### src/rtl/clocks_6502_gen.sv
// clocks_6502_gen: divides eclk into the 6502 core clock clk0 and the two
// non-overlapping phases phi1/phi2. It also sequences the active-low RES
// pin, with soft re-reset, clock stretching and an end-of-cycle strobe.
// Optional single-step support is compiled in when CLK_STEP_EN is defined.
module clocks_6502_gen #(
  parameter int HALFCYCLE = 4,
  parameter int NOVL      = 1,
  parameter int RES_DELAY = 5,
  parameter int RES_LEN   = 10
) (
  input  logic eclk,
  input  logic ereset_n,
  input  logic soft_reset,
  input  logic stretch,
`ifdef CLK_STEP_EN
  input  logic step_mode,
  input  logic step,
  output logic step_wait,
`endif
  output logic clk0,
  output logic phi1,
  output logic phi2,
  output logic res,
  output logic cyc_strobe
);

  localparam int IW = (HALFCYCLE > 2) ? $clog2(HALFCYCLE) : 1;
  localparam logic [IW-1:0] I_LAST = IW'(HALFCYCLE - 1);

  typedef enum logic [1:0] {
    PRE    = 2'd0,
    ASSERT = 2'd1,
    RUN    = 2'd2
  } seq_t;

  logic          p, p_n;
  logic [IW-1:0] i, i_n;
  seq_t          st, st_n;
  logic [7:0]    n, n_n, n_inc;
  logic          tc, hold, freeze, toggle;
  logic          clk0_n, phi1_n, phi2_n, res_n, cyc_n;
`ifdef CLK_STEP_EN
  logic          step_wait_n;
`endif

  // Next-state logic for the prescaler/phase and the RES sequencer
  always_comb begin
    tc     = (i == I_LAST);
    hold   = p & tc & stretch;
    freeze = 1'b0;
`ifdef CLK_STEP_EN
    // Park at the end of the low half until a step arrives while waiting
    freeze = step_mode & ~p & tc & ~(step_wait & step);
`endif
    toggle = tc & ~hold & ~freeze;

    p_n = p;
    i_n = i;
    if (toggle) begin
      p_n = ~p;
      i_n = '0;
    end else if (!tc) begin
      i_n = i + IW'(1);
    end

    st_n  = st;
    n_n   = n;
    n_inc = n + 8'd1;
    if (soft_reset) begin
      // A soft reset overrides any toggle counted on the same edge
      st_n = ASSERT;
      n_n  = '0;
    end else if (toggle) begin
      case (st)
        PRE: begin
          if (n_inc == 8'(RES_DELAY)) begin
            st_n = ASSERT;
            n_n  = '0;
          end else begin
            n_n = n_inc;
          end
        end
        ASSERT: begin
          if (n_inc == 8'(RES_LEN)) begin
            st_n = RUN;
            n_n  = '0;
          end else begin
            n_n = n_inc;
          end
        end
        default: ;
      endcase
    end

    clk0_n = p_n;
    phi1_n = ~p_n & (int'(i_n) >= NOVL);
    phi2_n = p_n & (int'(i_n) >= NOVL);
    res_n  = (st_n != ASSERT);
    cyc_n  = toggle & ~p_n;
`ifdef CLK_STEP_EN
    step_wait_n = step_mode & ~p_n & (i_n == I_LAST);
`endif
  end

  // State register for prescaler, phase and sequencer
  always_ff @(posedge eclk or negedge ereset_n) begin
    if (!ereset_n) begin
      p  <= 1'b0;
      i  <= '0;
      st <= PRE;
      n  <= '0;
    end else begin
      p  <= p_n;
      i  <= i_n;
      st <= st_n;
      n  <= n_n;
    end
  end

  // Registered outputs, derived from the next-state values
  always_ff @(posedge eclk or negedge ereset_n) begin
    if (!ereset_n) begin
      clk0       <= 1'b0;
      phi1       <= 1'b0;
      phi2       <= 1'b0;
      res        <= 1'b1;
      cyc_strobe <= 1'b0;
`ifdef CLK_STEP_EN
      step_wait  <= 1'b0;
`endif
    end else begin
      clk0       <= clk0_n;
      phi1       <= phi1_n;
      phi2       <= phi2_n;
      res        <= res_n;
      cyc_strobe <= cyc_n;
`ifdef CLK_STEP_EN
      step_wait  <= step_wait_n;
`endif
    end
  end

endmodule

### config.mk
export PLATFORM = sky130hd
export DESIGN_NAME = clocks_6502_gen
export DESIGN_NICKNAME = d
export VERILOG_FILES = /design/src/rtl/clocks_6502_gen.sv
export SDC_FILE = /design/constraint.sdc
export NUM_CORES = 1
export LEC_CHECK = 0
export CAP_MARGIN = 20
export CORE_MARGIN = 5
export CORE_UTILIZATION = 55
export CTS_BUF_LIST = sky130_fd_sc_hd__clkbuf_16
export DETAILED_ROUTE_END_ITERATION = 16
export PLACE_DENSITY = 0.87
export RECOVER_POWER = 25
export REMOVE_ABC_BUFFERS = 1
export SYNTH_ARGS = -nofsm -noshare
export SYNTH_HDL_FRONTEND = slang
export SYNTH_SLANG_ARGS = --single-unit
### constraint.sdc
create_clock -name eclk -period 2.9 [get_ports eclk]
set_clock_uncertainty 0.15 [all_clocks]
set_input_delay 0.58 -clock eclk [delete_from_list [all_inputs] [get_ports eclk]]
set_output_delay 0.58 -clock eclk [all_outputs]
set_load 0.02 [all_outputs]
Word level (Yosys, flattened, before mapping)
Cells that the tools add are included.
Operators by class
  mux-type cells: 13
  reduce and logical (&&, ||, !) cells: 4
  add/subtract/negate cells: 2
  eq/ne operators: 5
  bitwise logic cells: 9
  order comparisons: 1
Operator list (count)
  2-to-1 mux 8 bit: 4
  one-hot mux 8 bit (2 select lines): 1
  2-to-1 mux 2 bit: 6
  adder 8 x 1 -> 8 bit, second input constant: 1
  == test 8 x 3 -> 1 bit, second input constant: 1
  == test 8 x 4 -> 1 bit, second input constant: 1
  AND 1 bit: 6
  one-hot mux 2 bit (2 select lines): 1
  NOT 1 bit: 3
  nonzero test 3 bit: 1
  adder 2 x 1 -> 2 bit, second input constant: 1
  == test 2 x 1 -> 1 bit, second input constant: 1
  == test 2 bit, second input constant: 1
  >= comparator 2 x 1 -> 1 bit, second input constant: 1
  zero test 2 bit: 1
  != test 2 x 1 -> 1 bit, second input constant: 1
  AND reduction 2 bit: 1
  nonzero test 2 bit: 1
  2-to-1 mux 1 bit: 1
Storage, ports and cells
  bits in registers: 17
  output and inout bits: 5
  bits of input ports: 4
  word-level logic and storage cells: 42

Logic depth before layout (Yosys ltp)
  depth in word-level cells: 8
  depth in mapped cells: 7
  depth with buffers taken out: 7

Least setup slack after synthesis
No wires, ideal clock.
  kind: register to register
  start: reg n[0]
  end: reg n[3]
  period minus slack after synthesis: 2.019 ns
  data arrival time: 1.774 ns
  required time: 2.654 ns
  path slack: 0.881 ns
  library setup time: 0.096 ns
  cell stages (with the launch flop): 7
  path buffers: 0
  cells stage by stage: dfrtp_1 -> ha_1 -> and3_4 -> mux2_4 -> a21oi_2 -> nor3_2 -> nor4_2
Between the ends
  cells in the longest elaborated chain, start to end: 6
  elaborated cells between the ends (all ways): 8
  classes of those cells: add/sub (1); eq/ne (2); mux (5)
Ends and longest elaborated chain
  from (decl): RTL line 39  | logic [7:0] n, n_n, n_inc;
  from (signal assigned): RTL line 116  | n <= n_n;
  adder 8 x 1 -> 8 bit *: RTL line 68  | n_inc = n + 8'd1;
  == test 8 x 4 -> 1 bit or == test 8 x 3 -> 1 bit (tied branches): RTL line 84, 76
  2-to-1 mux 8 bit, on equally long branches: RTL line 84, 76
  one-hot mux 8 bit (2 select lines) *: RTL line 74  | case (st)
  2-to-1 mux 8 bit *: RTL line 73  | end else if (toggle) begin
  2-to-1 mux 8 bit *: RTL line 69  | if (soft_reset) begin
Mark *: on every way between the ends. The rest lies on a longest branch, timed or not. The select of a mux whose other input is x is not followed.
A chain may end at the register's enable or synchronous reset.

Worst setup path after layout
  start: reg n[0]
  end: reg res
Between the ends
  cells in the longest elaborated chain, start to end: 7
  elaborated cells between the ends (all ways): 9
  classes of those cells: add/sub (1); eq/ne (3); mux (5)
Ends and longest elaborated chain
  adder 8 x 1 -> 8 bit *: RTL line 68
  == test 8 x 4 -> 1 bit or == test 8 x 3 -> 1 bit (tied branches): RTL line 84, 76
  2-to-1 mux 2 bit, on equally long branches: RTL line 84, 76
  one-hot mux 2 bit (2 select lines) *: RTL line 74
  2-to-1 mux 2 bit *: RTL line 73
  2-to-1 mux 2 bit *: RTL line 69
  != test 2 x 1 -> 1 bit *: RTL line 98  | res_n = (st_n != ASSERT);
  via res_n: RTL line 41  | logic clk0_n, phi1_n, phi2_n, res_n, cyc_n;
  to (signal assigned): RTL line 135  | res <= res_n;
  to (decl): RTL line 23  | output logic res,
Mark *: on every way through the listed nets, which the timed path passes. The rest lies on a longest branch.

==> metrics.md <==
| Metric | Value |
|---|---|
| Main synth FF type | dfrtp_1 |
| Slew margin rel. | 0.504 |
| RD Place Congestion | 0.837 |
| DRT Wirelength | 1970 microns |
| CORE AREA | 0.00171 sq mm |
| Die W | 52.2 microns |
| Clock Sinks | 17 |
| Most common cell in the netlist | dfrtp_1 |
| First-pass GRT wire length | 3330 microns |
| Resized cells post-CTS | 0 |
| PD cells | a little under 800 mW/mm^2 |
| PortBufs | 8 |
| WL/cell | between 10 and 15 microns |
| Setup repair bufs after CTS | 0 |
| Fmax | 442 MHz |
| Total track usage | 0.178 |
| Synth warn | 0 |
| Worst Path Max Fanout | 8 |
| Max VDD drop | 0.599 mV |
| Mapped cell area | 978 sq um |
| Tcrit/Tclk final | 0.780 |
| Fraction of layout instances using a drive strength above 1 | 0.130 |
| Maxcap violations | 0 |
| Worst setup margin | 639 ps |
| Fin nets | 117 |
| GRT overflow | 0 |
| Status | finished, final reports clean |
| Final core utilization | 0.678 |
| CP arrival | 2270 ps |
| Slew Viols, Final | 0 |
| Critical Path End Type | flip-flop |
| I/O pin count | 9 |
| Initial antenna violation count | 0 |
| Critical path's largest stage delay | 470 ps |
| Post-DP HPWL | 1430 microns |
| Worst-Margin Slew | 742 ps |
| Die extent in y | 52.2 microns |
| Setup tns final | 0 ps |
| Crit path required time | 2910 ps |
| Total power | 0.901 mW |
| Largest net degree at the start of global routing | 18 |
| Initial DRC count | 22 |
| Commonest cells in the netlist | dfrtp_1 (16), nor2_1 (13), nand2_1 (5) |
| ANT nets after route | 0 |
| Vias in the first global route | 706 |
| Number of detailed-route iterations in the first pass | 4 |
| Placement Setup Slack | 625 ps |
| Clock buffer depth | 2 |
| Crit-path slowest cell | dfrtp_1 |
| Final setup vio count | 0 |
| CP Class | flip-flop to flip-flop |
| Hold Buf Count CTS | 0 |
| Clock-pin slew on the worst setup and hold paths | approximately 50 ps |
| Top cell type's share of synthesized area | 0.409 |
| Layout area overhead | 18.4% |
| LEAKAGE | approximately 0.46 nW |
| CTS Buf Count | 3 |
| Biggest area consumer among synthesized cells | dfrtp_1 |
| Async SR Flop Fraction | 1.00 |
| Via-to-Cell Ratio | 5.85 |
| Cells after DPL | ~130 |
| FP Rows | 15 |
| Cell Count, Final, Fillers Out | ~130 |
| Starting Density | 0.573 |
| DRC Markers | 0 |
| Crit start category | flip-flop |
| Area contributors post-synth | dfrtp_1 (41%), ha_1 (5.1%), nor2_1 (5.0%) |
| Fin crit period | around 2300 ps |
| CTS tree | built |
| Clk Tree Root Cell | clkbuf_16 |
| Unrepaired setup endpoints after global routing | no |
| Synth unique cells | 41 |
| # diodes | 0 |
| Fin. Hold Viols | 0 |
| H-tree depth | 1 |
| Routed vias | 778 |
| Syn avg cell area | 9.88 sq um |
| Number of filler cells placed in the layout | around 120 |
| Sequential element share of the synthesized area | 0.436 |
| Number of enable flip-flop cells after synthesis | 0 |
| Post-Synthesis Cells | 99 |
| Yosys reg bits | 17 |
| Clock insertion delay at the later pin of the skew report | 250 ps |
| Critical-path cell list | ha_1, and3_4, mux2_4, a21oi_2, o31a_1, o2bb2ai_1 |
| Min-delay worst type | flip-flop to flip-flop |
| Die Area | ~0.0027 sq mm |
report_power, final:
group	internal [mW]	switching, mW
clock	0.185	0.0942
sequential	0.291	0.0500
combinational	0.118	0.162
through the flow:
step	cell area (sq um)	hold WS, ps
finish	1160	343
global route	1160	390
CTS	1160	338
detailed placement	1080	332
global placement	1080	317
floorplan	967	134
metal layers:
layer  share of wire  vias up  GRT usage
li1                -      371          -
met1            0.42      387      0.224
met2            0.50       15      0.264
met3           0.053        5     0.0598
met4           0.023        0      0.102
met5               0        -          0
state kept, by name, indices dropped and copies added, names as in the netlist:
signal and count:
clk0 1, phi1 1, res 1, cyc_strobe 1
st 2, phi2 1, n 8, i 2
worst max-delay path, delay by kind of cell, from the launching register on:
kind	cells	cell delay, ps
AND/OR/NAND/NOR	1	240
flip-flops	1	470
multiplexers	1	300
AO/OA/AOI/OAI	3	650
adder cells (fa/ha/maj)	1	360
cell type report:
type,count,area (sq um),share of cell area
Sequential cell,17,427,0.368
Tap cell,25,31.3,0.0270
Timing Repair Buffer,8,80.1,0.0691
Clock buffer,3,75.1,0.0648
Multi-Input combinational cell,75,526,0.454
Clock inverter,1,5.00,0.00432
Inverter,4,15.0,0.0130
layout by cell type (no fill, tap or decap), types with 2 or more instances in the layout:
master,n
nor2_1,13
clkdlybuf4s50_1,6
nand3_1,2
dfrtp_1,16
nor2b_1,3
or3_1,3
nor3_1,2
o31a_1,2
clkbuf_16,3
nand2b_1,2
ha_1,4
nand3b_1,4
inv_1,4
nand2_1,5
nor4_2,2
a21oi_1,4
xnor2_1,3
dlygate4sd3_1,2
nand4_1,3
a21oi_2,2
cell families (layout without fill, tap and decap cells):
kind of cell	after synthesis	in the layout	share of synthesized area
buffers and inverters	7	16	0.0268
and+or+nand+nor	50	50	0.316
DFF	17	17	0.436
muxes	2	2	0.0256
adders and majority gates	4	4	0.0512
xor gates and xnor gates	4	4	0.0358
AOI/OAI and AO/OA	15	15	0.109
worst paths after layout:
path | startpoint | end | slack (ps) | cells past startpoint
min | i[0] | i[0] | 340 | 1
max | n[0] | res | 640 | 6
max reg2reg | n[0] | res | 640 | 6
min reg2reg | i[0] | i[0] | 340 | 1
min in group asynchronous | ereset_n | n[0] | 680 | 1
max in group asynchronous | ereset_n | clk0 | 1450 | 1
Power figures use the tool's default switching activity.
